<file path="config.mk">
export PLATFORM = sky130hd
export DESIGN_NAME = axis_frame_packer
export DESIGN_NICKNAME = d
export VERILOG_FILES = /design/src/rtl/axis_frame_pkg.sv /design/src/rtl/axis_sync_fifo.sv /design/src/rtl/axis_frame_packer.sv
export SDC_FILE = /design/constraint.sdc
export NUM_CORES = 2
export LEC_CHECK = 0
export ABC_CLOCK_PERIOD_IN_PS = 8300
export CORE_MARGIN = 8
export CORE_UTILIZATION = 55
export DETAILED_ROUTE_END_ITERATION = 10
export PLACE_DENSITY = 0.71
export SETUP_SLACK_MARGIN = 0.2
export SYNTH_ARGS = -nofsm -noshare
export SYNTH_HDL_FRONTEND = slang
export SYNTH_SLANG_ARGS = --single-unit
</file>
<file path="constraint.sdc">
create_clock -name i_clk -period 8.3 [get_ports i_clk]
set_input_delay 0.83 -clock i_clk [delete_from_list [all_inputs] [get_ports i_clk]]
set_output_delay 0.83 -clock i_clk [all_outputs]
set_load 0.1 [all_outputs]
</file>
<file path="src/rtl/axis_frame_pkg.sv">
// Shared widths, FIFO entry layout and 16-bit saturation for the frame packer.
// Optional pairwise packing in the top is enabled by AXIS_FRAME_PACK16_EN.
package axis_frame_pkg;

   localparam int DATA_W            = 32;
   localparam int HALF_W            = 16;
   localparam int DEFAULT_FRAME_LEN = 64;

   typedef struct packed {
      logic              last;
      logic [DATA_W-1:0] dat;
   } beat_t;

   localparam int BEAT_W = $bits(beat_t);

   function automatic logic [HALF_W-1:0] sat16(input logic signed [DATA_W-1:0] x);
      logic [HALF_W-1:0] r;
      if (x > 32'sd32767) begin
         r = 16'h7FFF;
      end else if (x < -32'sd32768) begin
         r = 16'h8000;
      end else begin
         r = x[HALF_W-1:0];
      end
      return r;
   endfunction

endpackage

</file>
<file path="src/rtl/axis_sync_fifo.sv">
// Synchronous first-word-fall-through FIFO; a write at edge N is readable from cycle N+1.
// A write into a full FIFO is taken only when a pop happens in the same cycle.
module axis_sync_fifo #(
   parameter int WIDTH = 33,
   parameter int DEPTH = 64
) (
   input  logic                     i_clk,
   input  logic                     i_rst,
   input  logic                     wr_vld,
   input  logic [WIDTH-1:0]         wr_dat,
   input  logic                     rd_rdy,
   output logic [WIDTH-1:0]         rd_dat,
   output logic                     full,
   output logic                     empty,
   output logic [$clog2(DEPTH):0]   count
);

   localparam int AW = $clog2(DEPTH);
   localparam int CW = AW + 1;

   logic [WIDTH-1:0] mem_q [DEPTH];
   logic [WIDTH-1:0] mem_d [DEPTH];
   logic [AW-1:0]    wr_ptr_q, wr_ptr_d;
   logic [AW-1:0]    rd_ptr_q, rd_ptr_d;
   logic [CW-1:0]    count_q, count_d;
   logic             wr_push;
   logic             rd_pop;

   assign full   = (count_q == CW'(DEPTH));
   assign empty  = (count_q == '0);
   assign count  = count_q;
   assign rd_dat = mem_q[rd_ptr_q];

   // Full implies non-empty, so a ready downstream frees the slot being written.
   assign rd_pop  = rd_rdy && !empty;
   assign wr_push = wr_vld && (!full || rd_pop);

   always_comb begin
      mem_d    = mem_q;
      wr_ptr_d = wr_ptr_q;
      rd_ptr_d = rd_ptr_q;
      count_d  = count_q;
      if (wr_push) begin
         mem_d[wr_ptr_q] = wr_dat;
         wr_ptr_d        = wr_ptr_q + AW'(1);
      end
      if (rd_pop) begin
         rd_ptr_d = rd_ptr_q + AW'(1);
      end
      case ({wr_push, rd_pop})
         2'b10:   count_d = count_q + CW'(1);
         2'b01:   count_d = count_q - CW'(1);
         default: count_d = count_q;
      endcase
   end

   always_ff @(posedge i_clk) begin
      mem_q <= mem_d;
      if (i_rst) begin
         wr_ptr_q <= '0;
         rd_ptr_q <= '0;
         count_q  <= '0;
      end else begin
         wr_ptr_q <= wr_ptr_d;
         rd_ptr_q <= rd_ptr_d;
         count_q  <= count_d;
      end
   end

endmodule

</file>
<file path="src/rtl/axis_frame_packer.sv">
// Frames a backpressure-free sample stream into AXI-Stream beats through a FWFT FIFO; one-cycle latency.
// No upstream backpressure: writes that find the FIFO full are dropped and flagged. AXIS_FRAME_PACK16_EN packs sample pairs.
module axis_frame_packer
   import axis_frame_pkg::*;
#(
   parameter int FRAME_LEN  = DEFAULT_FRAME_LEN,
   parameter int FIFO_DEPTH = 64
) (
   input  logic              i_clk,
   input  logic              i_rst,
   input  logic              s_axis_valid,
   input  logic [DATA_W-1:0] s_axis_data,
   output logic              m_axis_tvalid,
   input  logic              m_axis_tready,
   output logic [DATA_W-1:0] m_axis_tdata,
   output logic              m_axis_tlast,
   output logic              o_overflow,
   output logic [15:0]       o_frame_cnt
);

   localparam int IDX_W = $clog2(FRAME_LEN);
   localparam logic [IDX_W-1:0] LAST_IDX = IDX_W'(FRAME_LEN - 1);

   logic [IDX_W-1:0] idx_q, idx_d;
   logic             ovf_q, ovf_d;
   logic [15:0]      frame_cnt_q, frame_cnt_d;
   logic             is_last;
   logic             wr_vld;
   beat_t            wr_beat;
   beat_t            rd_beat;
   logic             fifo_full;
   logic             fifo_empty;
   logic [$clog2(FIFO_DEPTH):0] unused_fifo_count;
   logic             rd_rdy;
   logic             out_hs;

   assign is_last = (idx_q == LAST_IDX);

`ifdef AXIS_FRAME_PACK16_EN
   logic [HALF_W-1:0] pack_q, pack_d;

   // Even samples park in the pack register; the odd partner completes the word.
   always_comb begin
      pack_d          = pack_q;
      wr_vld          = s_axis_valid && idx_q[0];
      wr_beat.last    = is_last;
      wr_beat.dat     = {sat16($signed(s_axis_data)), pack_q};
      if (s_axis_valid && !idx_q[0]) begin
         pack_d = sat16($signed(s_axis_data));
      end
   end
`else
   always_comb begin
      wr_vld       = s_axis_valid;
      wr_beat.last = is_last;
      wr_beat.dat  = s_axis_data;
   end
`endif

   axis_sync_fifo #(
      .WIDTH (BEAT_W),
      .DEPTH (FIFO_DEPTH)
   ) u_fifo (
      .i_clk  (i_clk),
      .i_rst  (i_rst),
      .wr_vld (wr_vld),
      .wr_dat (wr_beat),
      .rd_rdy (rd_rdy),
      .rd_dat (rd_beat),
      .full   (fifo_full),
      .empty  (fifo_empty),
      .count  (unused_fifo_count)
   );

   assign rd_rdy = m_axis_tready && !i_rst;
   assign out_hs = !fifo_empty && rd_rdy;

   always_comb begin
      idx_d       = idx_q;
      ovf_d       = ovf_q;
      frame_cnt_d = frame_cnt_q;
      if (s_axis_valid) begin
         idx_d = is_last ? '0 : idx_q + IDX_W'(1);
      end
      // A dropped last-flagged entry simply never reaches the output, so its frame is not counted.
      if (wr_vld && fifo_full && !out_hs) begin
         ovf_d = 1'b1;
      end
      if (out_hs && rd_beat.last) begin
         frame_cnt_d = frame_cnt_q + 16'd1;
      end
   end

   always_ff @(posedge i_clk) begin
      if (i_rst) begin
         idx_q       <= '0;
         ovf_q       <= 1'b0;
         frame_cnt_q <= '0;
`ifdef AXIS_FRAME_PACK16_EN
         pack_q      <= '0;
`endif
      end else begin
         idx_q       <= idx_d;
         ovf_q       <= ovf_d;
         frame_cnt_q <= frame_cnt_d;
`ifdef AXIS_FRAME_PACK16_EN
         pack_q      <= pack_d;
`endif
      end
   end

   assign m_axis_tvalid = !fifo_empty && !i_rst;
   assign m_axis_tdata  = m_axis_tvalid ? rd_beat.dat : '0;
   assign m_axis_tlast  = m_axis_tvalid && rd_beat.last;
   assign o_overflow    = ovf_q && !i_rst;
   assign o_frame_cnt   = i_rst ? 16'd0 : frame_cnt_q;

endmodule
</file>
==> results by group <==
Clock network
  – Number of clock buffers inserted by TritonCTS: 203
  – Maximum count of clock buffers along a single path: 3
  – Sink count of the clock tree: 2154
  – Clock tree from TritonCTS: done
  – Hold bufs inserted after CTS: 0
  – H-tree Lvls: 4
  – Clock slew at reported path FFs: 0.06 ns
  – Root Buffer: clkbuf_16
  – Worst skew pair latency: 0.82 ns
  – Gates resized, CTS repair: 0
  – Buffer count from post-CTS setup fixing: 0

Floorplan
  – Die Outline Area: 0.163 mm²
  – Horizontal die dimension: 404 µm
  – Core Region: 0.150 mm²
  – Std-Cell Rows: 142
  – Starting Density: 0.553
  – Top-Level Pins: 87
  – Vertical extent of the die: 404 µm

Timing
  – Post-Route Skew: 0.0271 ns
  – Maximum operating frequency: 160 MHz
  – Number of hold violations in the final report: 0
  – Slew margin rel.: 0.0382
  – Shortest period the worst path allows: 6.24 ns
  – Final Slew Violations: 0
  – Finish-stage setup viols: 0
  – Crit share post-route: 0.752
  – Worst Max-Slew Pin Slew: 1.44 ns
  – Setup repair after global routing missed its margin: false
  – Setup tns final: 0 ns

Synthesis
  – Fraction of registers with async set or reset after synthesis: 0
  – Post-synthesis instance total: 3501
  – Seq/Total Area, Yosys: 0.775
  – Synth Net Count: 3544
  – Count of synthesis-stage warnings from yosys: 0
  – Netlist area before placement: 0.0829 mm²
  – Count of state elements after synthesis: 2154
  – Number of library cell types mapped by synthesis: 51
  – Top FF cell, synth: edfxtp_1
  – Number of enable flip-flop cells after synthesis: 2112
  – Syn Area/Cell: 23.7 µm²

Drt
  – WL per Instance: 33.9 µm
  – Vias per inst: 6.59
  – Via count: 38800
  – Starting DRT DRC Count: 4796
  – Post-detailed-route DRC marker count: 0
  – First drt pass iteration count: 6
  – Number of nets still failing antenna checks after routing: 0
  – Sum of routed wire length over all layers: 199 mm

Setup path
  – Sort of element at the start of the critical path: flop
  – Max Fanout on Critical Path: 94
  – Startpoint of the worst register-to-register path: u_fifo.count[3]$_SDFFE_PP0P_
  – Internal reg-to-reg setup slack: 4.18 ns
  – Critical Path Sink Type: output pin
  – Register-to-Register Path Depth: 11
  – Required time at the worst-slack endpoint: 7.47 ns
  – Critical path class: flop to output pin
  – Data arrival time of the critical path: 5.41 ns
  – End of the worst register-to-register path: u_fifo.count[6]$_SDFFE_PP0P_

Place
  – Final estimated routing congestion in global placement: 0.767
  – Count of buffers from port buffering: 86
  – Half-perimeter wire length of the detailed placement result: 97.9 mm

Outcome
  – Result of the run: finished clean

GRT
  – Initial antenna violation count: 13
  – Overall track demand over capacity in global routing: 0.243
  – Global-route wire length before repair: 283 mm
  – Maximum number of pins on one net before global-route repair: 121
  – Via count of the first global-routing pass: 38500
  – Remaining Overflow, GRT: 0

Worst hold path
  – Worst hold path type: flop to flop
  – Hold path endpoint: idx_q[4]$_SDFFE_PP0P_
  – Hold path startpoint: idx_q[4]$_SDFFE_PP0P_
  – Number of instances on the worst hold path: 2

Finish
  – Area growth from synthesis to final layout: 12.3%
  – Commonest non-fill, non-tap cells in the layout: edfxtp_1 (2112), mux4_2 (634), clkbuf_16 (209)
  – Share of cells above drive strength 1: 0.294
  – Commonest non-fill, non-tap cell in the layout: edfxtp_1
  – Final Net Count: 3738
  – Final core utilization: 0.622

Pwr
  – Areal power density over the cells: 258 mW/mm²
  – Final total power: 24.0 mW
  – Worst IR drop on VDD: 0.189 mV
  – Leakage power: 27.7 nW

Flow run
  – Max_cap viols: 0
[registers in the layout, indices dropped and copies added, names as in the netlist]
signal / count
idx_q: 6
u_fifo.wr_ptr_q: 6
u_fifo.mem_q: 2112
u_fifo.rd_ptr_q: 6
frame_cnt_q: 16
u_fifo.count: 7
ovf_q: 1
[stage by stage]
step	hold WS, ns	setup WS, ns	cells	cell area, µm²
floorplan	0.472	3.08	3501	82900
finish	0.521	2.06	5887	93100
detailed placement	0.499	2.91	5506	86600
global placement	0.492	2.90	5506	86600
CTS	0.524	1.99	5882	93100
global route	0.555	1.77	5883	93100
[routing by layer]
layer / vias to the layer above / part of all wire / track usage
li1: 15400 / - / -
met1: 21100 / 0.40 / 0.355
met2: 2047 / 0.48 / 0.379
met3: 272 / 0.10 / 0.0572
met4: 4 / 0.020 / 0.0554
met5: - / 0.00011 / 0
[how the worst max path moves through the flow]
stage	from	to	slack, ns	cells after the start
2_1_floorplan	i_rst	m_axis_tdata[30]	3.08	5
3_3_place_gp	u_fifo.rd_ptr_q[0]$_SDFFE_PP0P_	m_axis_tdata[16]	2.90	6
3_5_place_dp	u_fifo.rd_ptr_q[0]$_SDFFE_PP0P_	m_axis_tdata[24]	2.91	8
4_1_cts	u_fifo.rd_ptr_q[0]$_SDFFE_PP0P_	m_axis_tdata[24]	1.99	8
5_1_grt	u_fifo.rd_ptr_q[0]$_SDFFE_PP0P_	m_axis_tdata[24]	1.77	8
6_report	u_fifo.rd_ptr_q[0]$_SDFFE_PP0P_	m_axis_tdata[24]	2.06	8
[report_power, final]
group | switching [mW] | leakage (nW) | total (mW) | internal [mW]
registers | 0.0513 | 19.4 | 12.0 | 12.0
clock network | 3.91 | 3.21 | 9.15 | 5.24
logic | 1.60 | 5.09 | 2.82 | 1.23
total | 5.56 | 27.7 | 24.0 | 18.5
[cell usage after synthesis (all sizes together), types with 13 or more instances]
library cell,count,area share
buf,144,0.0087
edfxtp,2112,0.77
o22ai,32,0.0024
mux2,19,0.0026
xor2,14,0.0015
dfxtp,42,0.010
mux2i,63,0.0076
clkbuf,50,0.0023
a32oi,13,0.0014
nand2,51,0.0023
inv,13,0.00059
mux4,642,0.17
nor3,18,0.0011
nor2b,28,0.0021
a21oi,16,0.00097
nor2,129,0.0058
[worst max-delay path, stage by stage, from the launching register on]
cell and delay [ns]:
dfxtp_4 0.79, buf_12 0.66, mux4_2 0.36, nor2b_1 0.14, a211oi_1 0.07, a311oi_1 0.37
a21oi_1 0.16, o22ai_1 0.72, clkdlybuf4s50_1 1.28
[layout make-up]
class / instances / area, µm²
flip-flops and latches: 2154 / 64300
fillers: 9948 / 56700
multi-input cells: 1140 / 18100
clock buffers: 246 / 5370
well taps: 2016 / 2520
repair buffers: 183 / 1570
clock inverters: 130 / 1170
inverters: 13 / 48.8
diodes: 5 / 12.5
[kinds of logic after synthesis]
kind of cell | share of synthesized area
adders and majority gates | 0.00106
xor gates and xnor gates | 0.00222
DFF | 0.775
and+or+nand+nor | 0.0155
AOI/OAI and AO/OA | 0.00936
muxes | 0.185
buffers and inverters | 0.0116
Power figures use the tool's default switching activity.
